<file path="src/rtl/dmem_lsu_if.sv">
// CPU-side request/response bundle of the load/store unit.
// The execute stage is the master; dmem_lsu is the slave.
interface dmem_lsu_if;
  logic        REQ;
  logic        WE;
  logic [1:0]  SIZE;
  logic        UNSIGNED;
  logic [31:0] ADDR;
  logic [31:0] WDATA;
  logic        BUSY;
  logic        DONE;
  logic        ERR;
  logic [31:0] RDATA;

  modport master (
    output REQ, WE, SIZE, UNSIGNED, ADDR, WDATA,
    input  BUSY, DONE, ERR, RDATA
  );

  modport slave (
    input  REQ, WE, SIZE, UNSIGNED, ADDR, WDATA,
    output BUSY, DONE, ERR, RDATA
  );
endinterface

</file>
<file path="src/rtl/dmem_lsu.sv">
// Load/store unit: byte-addressed LB/LH/LW/LBU/LHU/SB/SH/SW onto a word-wide
// RDEN/WEN data memory; sub-word stores use read-modify-write.
module dmem_lsu #(
  parameter int unsigned ADDR_DEPTH = 14
) (
  input  logic                  CLK,
  input  logic                  RST,
  dmem_lsu_if.slave             cpu,
  output logic                  MEM_RDEN,
  output logic                  MEM_WEN,
  output logic [1:0]            MEM_BYTE_SEL,
  output logic                  MEM_SIGN,
  output logic [ADDR_DEPTH-1:0] MEM_ADDR,
  output logic [31:0]           MEM_DIN,
  input  logic [31:0]           MEM_DOUT
);

  typedef enum logic [2:0] {
    IDLE,
    LD_RD,
    LD_CAP,
    RMW_RD,
    RMW_MRG,
    ST_WR
  } state_t;

  localparam logic [1:0] SZ_BYTE = 2'b00;
  localparam logic [1:0] SZ_HALF = 2'b01;
  localparam logic [1:0] SZ_WORD = 2'b10;

  state_t state, state_nx;

  logic [ADDR_DEPTH+1:0] addr_q;
  logic [1:0]            size_q;
  logic                  uns_q;
  logic [15:0]           wdata_q;
  logic [31:0]           rdata_q;
  logic [31:0]           din_q;
  logic                  done_q;
  logic                  err_q;

  logic                  req_illegal;
  logic                  accept;
  logic                  done_nx;
  logic                  err_nx;
  logic [7:0]            ld_byte;
  logic [15:0]           ld_half;
  logic [31:0]           load_val;
  logic [31:0]           merge_val;

  // Upper address bits are dropped: accesses wrap modulo the memory size.
  logic unused_addr;
  assign unused_addr = ^cpu.ADDR[31:ADDR_DEPTH+2];

  assign req_illegal = (cpu.SIZE == 2'b11)
                     | ((cpu.SIZE == SZ_HALF) & cpu.ADDR[0])
                     | ((cpu.SIZE == SZ_WORD) & (|cpu.ADDR[1:0]));
  assign accept      = (state == IDLE) & cpu.REQ & ~req_illegal;

  always_comb begin
    state_nx = state;
    done_nx  = 1'b0;
    err_nx   = 1'b0;
    MEM_RDEN = 1'b0;
    MEM_WEN  = 1'b0;
    unique case (state)
      IDLE: begin
        if (cpu.REQ) begin
          if (req_illegal) begin
            done_nx = 1'b1;
            err_nx  = 1'b1;
          end else if (!cpu.WE) begin
            state_nx = LD_RD;
          end else if (cpu.SIZE == SZ_WORD) begin
            state_nx = ST_WR;
          end else begin
            state_nx = RMW_RD;
          end
        end
      end
      LD_RD: begin
        MEM_RDEN = 1'b1;
        state_nx = LD_CAP;
      end
      LD_CAP: begin
        done_nx  = 1'b1;
        state_nx = IDLE;
      end
      RMW_RD: begin
        MEM_RDEN = 1'b1;
        state_nx = RMW_MRG;
      end
      RMW_MRG: begin
        state_nx = ST_WR;
      end
      ST_WR: begin
        MEM_WEN  = 1'b1;
        done_nx  = 1'b1;
        state_nx = IDLE;
      end
      default: state_nx = IDLE;
    endcase
  end

  always_ff @(posedge CLK) begin
    if (RST) state <= IDLE;
    else     state <= state_nx;
  end

  // Lane extraction and extension of the word returned for a load.
  always_comb begin
    ld_byte = MEM_DOUT[7:0];
    unique case (addr_q[1:0])
      2'd0: ld_byte = MEM_DOUT[7:0];
      2'd1: ld_byte = MEM_DOUT[15:8];
      2'd2: ld_byte = MEM_DOUT[23:16];
      2'd3: ld_byte = MEM_DOUT[31:24];
      default: ld_byte = MEM_DOUT[7:0];
    endcase
    ld_half = addr_q[1] ? MEM_DOUT[31:16] : MEM_DOUT[15:0];

    unique case (size_q)
      SZ_BYTE: load_val = uns_q ? {24'd0, ld_byte} : {{24{ld_byte[7]}}, ld_byte};
      SZ_HALF: load_val = uns_q ? {16'd0, ld_half} : {{16{ld_half[15]}}, ld_half};
      default: load_val = MEM_DOUT;
    endcase
  end

  // Merge for sub-word stores: only the addressed lane takes new data.
  always_comb begin
    merge_val = MEM_DOUT;
    if (size_q == SZ_BYTE) begin
      unique case (addr_q[1:0])
        2'd0: merge_val[7:0]   = wdata_q[7:0];
        2'd1: merge_val[15:8]  = wdata_q[7:0];
        2'd2: merge_val[23:16] = wdata_q[7:0];
        2'd3: merge_val[31:24] = wdata_q[7:0];
        default: merge_val = MEM_DOUT;
      endcase
    end else if (addr_q[1]) begin
      merge_val[31:16] = wdata_q;
    end else begin
      merge_val[15:0] = wdata_q;
    end
  end

  always_ff @(posedge CLK) begin
    if (RST) begin
      addr_q  <= '0;
      size_q  <= '0;
      uns_q   <= 1'b0;
      wdata_q <= '0;
      rdata_q <= '0;
      din_q   <= '0;
      done_q  <= 1'b0;
      err_q   <= 1'b0;
    end else begin
      done_q <= done_nx;
      err_q  <= err_nx;
      if (accept) begin
        addr_q  <= cpu.ADDR[ADDR_DEPTH+1:0];
        size_q  <= cpu.SIZE;
        uns_q   <= cpu.UNSIGNED;
        wdata_q <= cpu.WDATA[15:0];
        if (cpu.WE && cpu.SIZE == SZ_WORD) din_q <= cpu.WDATA;
      end
      if (state == LD_CAP)  rdata_q <= load_val;
      if (state == RMW_MRG) din_q   <= merge_val;
    end
  end

  assign cpu.BUSY    = (state != IDLE);
  assign cpu.DONE    = done_q;
  assign cpu.ERR     = err_q;
  assign cpu.RDATA   = rdata_q;
  assign MEM_ADDR     = addr_q[ADDR_DEPTH+1:2];
  assign MEM_DIN      = din_q;
  assign MEM_BYTE_SEL = 2'b10;
  assign MEM_SIGN     = 1'b0;

endmodule

</file>
<file path="src/flat_wrapper.sv">
// flat-port wrapper written by rule: the top's interface ports become plain ports
module dmem_lsu_flat 
#(
  parameter int unsigned ADDR_DEPTH = 14
)
  (CLK, RST, MEM_RDEN, MEM_WEN, MEM_BYTE_SEL, MEM_SIGN, MEM_ADDR, MEM_DIN, MEM_DOUT, cpu_REQ, cpu_WE, cpu_SIZE, cpu_UNSIGNED, cpu_ADDR, cpu_WDATA, cpu_BUSY, cpu_DONE, cpu_ERR, cpu_RDATA);
  dmem_lsu_if cpu_i ();
  input  logic CLK;
  input  logic RST;
  output logic MEM_RDEN;
  output logic MEM_WEN;
  output logic [1:0] MEM_BYTE_SEL;
  output logic MEM_SIGN;
  output logic [ADDR_DEPTH-1:0] MEM_ADDR;
  output logic [31:0] MEM_DIN;
  input  logic [31:0] MEM_DOUT;
  input wire logic [$bits(cpu_i.REQ)-1:0] cpu_REQ;
  input wire logic [$bits(cpu_i.WE)-1:0] cpu_WE;
  input wire logic [$bits(cpu_i.SIZE)-1:0] cpu_SIZE;
  input wire logic [$bits(cpu_i.UNSIGNED)-1:0] cpu_UNSIGNED;
  input wire logic [$bits(cpu_i.ADDR)-1:0] cpu_ADDR;
  input wire logic [$bits(cpu_i.WDATA)-1:0] cpu_WDATA;
  output wire logic [$bits(cpu_i.BUSY)-1:0] cpu_BUSY;
  output wire logic [$bits(cpu_i.DONE)-1:0] cpu_DONE;
  output wire logic [$bits(cpu_i.ERR)-1:0] cpu_ERR;
  output wire logic [$bits(cpu_i.RDATA)-1:0] cpu_RDATA;
  assign cpu_i.REQ = cpu_REQ;
  assign cpu_i.WE = cpu_WE;
  assign cpu_i.SIZE = cpu_SIZE;
  assign cpu_i.UNSIGNED = cpu_UNSIGNED;
  assign cpu_i.ADDR = cpu_ADDR;
  assign cpu_i.WDATA = cpu_WDATA;
  assign cpu_BUSY = cpu_i.BUSY;
  assign cpu_DONE = cpu_i.DONE;
  assign cpu_ERR = cpu_i.ERR;
  assign cpu_RDATA = cpu_i.RDATA;
  dmem_lsu #(.ADDR_DEPTH(ADDR_DEPTH)) u_core (.CLK(CLK), .RST(RST), .cpu(cpu_i), .MEM_RDEN(MEM_RDEN), .MEM_WEN(MEM_WEN), .MEM_BYTE_SEL(MEM_BYTE_SEL), .MEM_SIGN(MEM_SIGN), .MEM_ADDR(MEM_ADDR), .MEM_DIN(MEM_DIN), .MEM_DOUT(MEM_DOUT));
endmodule
</file>
<file path="config.mk">
export PLATFORM = sky130hd
export DESIGN_NAME = dmem_lsu_flat
export DESIGN_NICKNAME = d
export VERILOG_FILES = /design/src/rtl/dmem_lsu_if.sv /design/src/rtl/dmem_lsu.sv /design/src/flat_wrapper.sv
export SDC_FILE = /design/constraint.sdc
export NUM_CORES = 1
export LEC_CHECK = 0
export CORE_MARGIN = 1
export CORE_UTILIZATION = 41
export CTS_BUF_LIST = sky130_fd_sc_hd__clkbuf_16
export CTS_CLUSTER_SIZE = 16
export DETAILED_ROUTE_END_ITERATION = 12
export PLACE_DENSITY = 0.79
export SLEW_MARGIN = 20
export SYNTH_ARGS = -nofsm -noshare
export SYNTH_HDL_FRONTEND = slang
export SYNTH_SLANG_ARGS = --single-unit
</file>
<file path="constraint.sdc">
create_clock -name CLK -period 1.54 [get_ports CLK]
set_clock_uncertainty 0.05 [all_clocks]
set_input_delay 0.385 -clock CLK [delete_from_list [all_inputs] [get_ports CLK]]
set_output_delay 0.385 -clock CLK [all_outputs]
set_load 0.03 [all_outputs]
</file>
==> results of run 1 <==
[cells by family after synthesis]
family          count (synthesis)  synth area share (%)
compound gates                189                  23.9
buf+inv                        81                  8.33
flops                         104                  39.7
mux                            12                  2.41
other cells                     2                 0.143
simple gates                  268                  25.5
[cell usage after synthesis (2+ instances only)]
cell / instances
a211oi_1: 17
a21boi_0: 5
a21boi_1: 4
a21o_1: 4
a21oi_1: 50
a21oi_2: 17
a22o_1: 5
a22oi_1: 5
a311oi_1: 2
and2_0: 2
and2_1: 2
and3_1: 8
buf_2: 13
buf_4: 19
buf_6: 6
clkbuf_1: 39
conb_1: 2
dfxtp_1: 104
inv_1: 3
mux2_2: 5
mux2i_1: 7
nand2_1: 101
nand2b_1: 6
nand3_1: 6
nand3b_1: 3
nor2_1: 26
nor2b_1: 15
nor3_1: 49
nor3b_1: 5
nor4_1: 33
o21ai_0: 46
o21ai_1: 3
o311ai_0: 4
o32ai_1: 17
or3_1: 4
[layer usage]
metal | up-vias | global-route usage [%]
met5 | - | 0
li1 | 2867 | -
met2 | 532 | 59.8
met3 | 174 | 6.17
met1 | 3254 | 42.4
met4 | 0 | 18.4
[power by group through the flow]
stage	sequential, uW	clock (uW)	combinational, uW
4_1_cts	3060	2210	2630
3_3_place_gp	3110	0	2200
2_1_floorplan	3330	0	955
3_5_place_dp	3110	0	2230
6_report	3100	2270	3080
5_1_grt	3110	2380	3180
[final cells by class]
| cell class | count | share of cell area [%] |
|---|---|---|
| flip-flops and latches | 104 | 21.0 |
| inverters | 4 | 0.187 |
| diodes | 1 | 0.0249 |
| repair buffers | 317 | 33.4 |
| well taps | 168 | 2.10 |
| clock inverters | 7 | 0.536 |
| multi-input cells | 473 | 40.6 |
| clock buffers | 9 | 2.25 |
[worst max-delay path: stages, from the launching register on]
cell     delay [ns]
dfxtp_4        0.38
buf_6          0.12
or4b_4         0.53
a21oi_4        0.19
buf_12         0.20
nand2_1        0.13
a21oi_2        0.16
[worst min path at each step]
stage	slack, ns	cells past startpoint	startpoint	to
after floorplan	0.38	2	u_core.wdata_q[15]	u_core.wdata_q[15]
after global placement	0.39	2	u_core.addr_q[5]	u_core.addr_q[5]
after detailed placement	0.40	2	u_core.addr_q[8]	u_core.addr_q[8]
after CTS	0.40	2	u_core.addr_q[8]	u_core.addr_q[8]
after global routing	0.43	2	u_core.addr_q[5]	u_core.addr_q[5]
final	0.41	2	u_core.addr_q[8]	u_core.addr_q[8]
[registers in the layout (all words and copies together), names as in the netlist]
name,flops
u_core.addr_q,16
u_core.cpu.ERR,1
u_core.size_q,2
u_core.MEM_DIN,32
u_core.uns_q,1
u_core.wdata_q,16
u_core.cpu.RDATA,32
u_core.state,3
u_core.cpu.DONE,1
[timing repair]
item                       4_1_cts  5_1_grt
pin swaps                       53       52
gates resized for setup        277      254
setup endpoints to repair      168      156
buffers inserted                33       22
gates cloned                    14        5
[through the flow]
stage	setup slack (ns)	TNS, ns	utilization (%)	power, uW
floorplan	-0.0934	-3.31	-	4280
global placement	-0.557	-48.09	63.6	5310
detailed placement	-0.654	-52.80	63.6	5340
CTS	-0.202	-13.17	76.4	7900
global route	-0.342	-22.38	81.8	8670
finish	-0.312	-18.03	81.8	8440
==> reports/results.ini, run 1 <==
[floorplan]
die-area_um2=13200
die_h_um=115
rows=40
io_pins=189
core_um2=12300
start_util_pct=42.8
die_w_um=115

[worst_setup_path]
critPathMaxFanout=25
rr_worst_depth=6
crit_path_start_kind=flop
r2r-end=u_core.wdata_q[12]
r2r_setup_slack_ns=-0.31
worst_setup_path_end_kind=flop
worstSetupEndpoint=u_core.wdata_q[12]
cp.arrival_ns=2.08
r2r-start=u_core.state[2]
cp.required_ns=1.77
setup.worst_path.class=flop to flop
crit_start=u_core.state[2]

[detailed_routing]
wl_met1_um=9480
route.detailed.drc=0
totalWireLength_um=26700
via_per_inst=6.30
route.met2.wl_um=12700
wl_per_cell_um=24.6
top_layer_used=met4
wl_met3_um=2490
drt_pass1_iterations=7
drtIter0Drc=531
ant_nets=0
vias=6827

[timing]
timing.fmax_mhz=540
rsz0062_at_grt=true
setup_viol_count_final=104
period_share_pct=120
drv_slew=0
slew_headroom_pct=60.2
fin_ws_ns=-0.312
whs_ns=0.409
tightestPinTransition_ns=0.593
hold_viol=0
fin_crit_ns=1.85

[final_layout]
fill_cells=669
instances_no_fill=1083
area_delta_synth_final_pct=91.3
final-seq-area_um2=2100
mostFrequentLayoutCell=dfxtp_1
fin_nets=1012
drive_gt1_share_pct=49.9
multi_input_area_um2=4070
layout_common_cells=dfxtp_1 (97), nand2_1 (85), buf_4 (83)
fin_area_um2=10000

[logic_synthesis]
synth.avg_cell_area_um2=7.99
yosysWarnings=0
synth.top_cells.by_area=dfxtp_1 (40%), nand2_1 (7.2%), a21oi_1 (4.8%)
synth_flop_cell=dfxtp_1
synth_area_um2=5240
synth-seq-cells=104
synth_edf_count=0
syn-instance-count=656
synth_top_area_cell=dfxtp_1
synth.distinct_cells=54
async_reset_ff_share_pct=0
yosysSeqAreaShare_pct=39.7
synth_top_area_share_pct=39.7

[power]
p_switching_uw=3010
power_leakage_uw=0.00373
ir_drop_mv=0.779
p_seq_share_pct=36.7
p_clk_share_pct=26.9
switching_share_pct=35.6
combinationalPowerShare_pct=36.5
power_density_nw_per_um2=842
p_int_uw=5430

[clock_tree]
h-tree-depth=3
clock_path_buffers=2
clk_pin_slew_ns=0.08
cts_sinks=104
cts_root_buf=clkbuf_16
insertion_delay_ns=0.35
tritoncts=built
cts_buffers=9
cts-hold-fix-buffers=0

[place]
numPlacedInstances=1004
io_buffers=169
placed_area_um2=7800
gp_congestion=0.895
dp_hpwl_um=13800

[grt]
grt_max_degree=50
grt_pass1_vias=6402
grt-ovfl-total=0
antenna_found_initial=0
grt_pass1_wl_um=35300
grtUsageTotal_pct=35.1

[outcome]
outcome=finished, violations left
violations=setup timing

[worst_hold_path]
hp-class=flop to flop

[flow_run]
cap_violations=0

No activity file was read; power rests on OpenSTA's default activity.
==> run 2, diff against run 1 <==
==> constraint.sdc (replaced) <==
create_clock -name CLK -period 1.54 [get_ports CLK]
set_clock_uncertainty 0.05 [all_clocks]
set_input_delay 0.462 -clock CLK [delete_from_list [all_inputs] [get_ports CLK]]
set_output_delay 0.462 -clock CLK [all_outputs]
set_load 0.03 [all_outputs]
==> reports/results.ini, run 2 (synthesis gave the netlist of run 1 again) <==
[outcome]
outcome=finished, violations left  ; unchanged
violations=setup timing  ; unchanged

[timing]
tightestPinTransition_ns=0.517  ; was 0.593 ns
fin_ws_ns=-0.379  ; was -0.312 ns
period_share_pct=125  ; was 120%
setup_viol_count_final=98  ; was 104
rsz0062_at_grt=true  ; unchanged
slew_headroom_pct=65.5  ; was 60.2%
drv_slew=0  ; unchanged
timing.fmax_mhz=521  ; was 540 MHz
fin_crit_ns=1.92  ; was 1.85 ns
hold_viol=0  ; unchanged

[clock_tree]
cts-hold-fix-buffers=0  ; unchanged
h-tree-depth=3  ; unchanged
clk_pin_slew_ns=0.07  ; was 0.08 ns
clock_path_buffers=2  ; unchanged
insertion_delay_ns=0.36  ; was 0.35 ns
cts_buffers=9  ; unchanged
tritoncts=built  ; unchanged
cts_root_buf=clkbuf_16  ; unchanged
cts_sinks=104  ; unchanged

[floorplan]
start_util_pct=42.8  ; unchanged
die_h_um=115  ; unchanged
die-area_um2=13200  ; unchanged
core_um2=12300  ; unchanged
rows=40  ; unchanged
die_w_um=115  ; unchanged
io_pins=189  ; unchanged

[final_layout]
area_delta_synth_final_pct=86.5  ; was 91.3%
n_antenna_cell=0  ; was 1
layout_common_cells=buf_4 (136), dfxtp_1 (97), nand2_1 (94)  ; was dfxtp_1 (97), nand2_1 (85), buf_4 (83)
final_util_pct=79.7  ; was 81.8%
mostFrequentLayoutCell=buf_4  ; was dfxtp_1
drive_gt1_share_pct=49.4  ; was 49.9%
fin_nets=1006  ; was 1,012

[flow_run]
cap_violations=0  ; unchanged

[worst_setup_path]
setup.worst_path.class=flop to flop  ; unchanged
worst_setup_path_end_kind=flop  ; unchanged
path_delay_family=simple AND/OR/NAND/NOR gates  ; unchanged
cp.required_ns=1.74  ; was 1.77 ns
crit_buf_inv=1  ; was 2
cp_slowest_stage_delay_ns=0.43  ; was 0.53 ns
crit_path_top_delay_cell=or3b_4  ; was or4b_4
critPathMaxFanout=5  ; was 25
cp.arrival_ns=2.12  ; was 2.08 ns
crit_chain=or3b_4 > buf_2 > a21boi_0 > a211oi_2 > nor4_1  ; was buf_6 > or4b_4 > a21oi_4 > buf_12 > nand2_1 > a21oi_2
crit_path_start_kind=flop  ; unchanged

[place]
dp_hpwl_um=14100  ; was 13,800 um
gp_congestion=0.895  ; about the same
place_ws_ns=-0.756  ; was -0.654 ns
io_buffers=169  ; unchanged

[detailed_routing]
wl_per_cell_um=23.6  ; was 24.6 um
wl_met3_um=2310  ; was 2490 um
wl_met1_um=9250  ; was 9480 um
drtIter0Drc=687  ; was 531
drt_pass1_iterations=5  ; was 7
via_per_inst=6.26  ; was 6.30
ant_nets=0  ; unchanged
top_layer_used=met4  ; unchanged
totalWireLength_um=25400  ; was 26,700 um
route.detailed.drc=0  ; unchanged
route.met2.wl_um=12200  ; was 12,700 um
vias=6728  ; was 6,827

[power]
power_leakage_uw=0.00363  ; was 0.00373 uW
total_power_uw=8410  ; was 8440 uW
power_density_nw_per_um2=861  ; was 842 nW/um^2
ir_drop_mv=0.557  ; was 0.779 mV

[grt]
grt-ovfl-total=0  ; unchanged
grt_max_degree=49  ; was 50
antenna_found_initial=0  ; unchanged
grt_pass1_vias=6308  ; was 6,402
grtUsageTotal_pct=34.3  ; was 35.1%
grt_pass1_wl_um=34200  ; was 35,300 um

[worst_hold_path]
hp-class=primary input to flop  ; was flop to flop

[run 2: worst paths after layout]
path / from / end / slack (ns) / cells past startpoint
min reg2reg: u_core.addr_q[12] / u_core.addr_q[12] / 0.41 / 2
min: cpu_ADDR[0] / u_core.addr_q[0] / 0.37 / 3
max: u_core.size_q[0] / u_core.MEM_DIN[2] / -0.38 / 5
max reg2reg: u_core.size_q[0] / u_core.MEM_DIN[2] / -0.38 / 5
[run 2: worst min-delay path: cells and delay by family]
family                 cells  cell delay, ns
AO/OA/AOI/OAI              1            0.05
buffers and inverters      1            0.15
AND/OR/NAND/NOR            1            0.09
[run 2: what timing repair did]
item / in CTS / in global routing
gates cloned: 9 / 7
buffers inserted: 19 / 18
pin swaps: 53 / 34
setup endpoints to repair: 119 / 104
gates resized for setup: 236 / 126
[run 2: metal layers]
| layer | GRT usage, % | up-vias |
|---|---|---|
| met5 | 0 | - |
| met4 | 19.8 | 0 |
| met3 | 5.64 | 153 |
| met2 | 57.9 | 524 |
| met1 | 41.3 | 3187 |
| li1 | - | 2864 |
[run 2: metrics by stage]
stage | cell area [um^2] | instances | TNS, ns | hold slack [ns]
after floorplan | 5420 | 657 | -3.98 | 0.383
final | 9780 | 1074 | -17.41 | 0.369
after CTS | 9100 | 1053 | -10.19 | 0.362
after detailed placement | 7740 | 1013 | -62.45 | 0.397
after global routing | 9780 | 1074 | -21.02 | 0.375
after global placement | 7740 | 1013 | -56.04 | 0.392
[run 2: power breakdown]
group / switching [uW] / internal, uW / leakage, uW / total (uW)
combinational: 1590 / 1420 / 0.00264 / 3010
sequential: 209 / 2900 / 0.000850 / 3110
clock: 1060 / 1230 / 0.000140 / 2290
total: 2860 / 5550 / 0.00363 / 8410
[run 2: area by class of cell]
cell class                 count  area, um^2
timing repair buffer         312        3280
clock inverter                 5        51.3
multi-input combinational    472        3890
sequential                   104        2100
clock buffer                   9         225
fill                         686        2480
tap                          168         210
inverter                       4        18.8
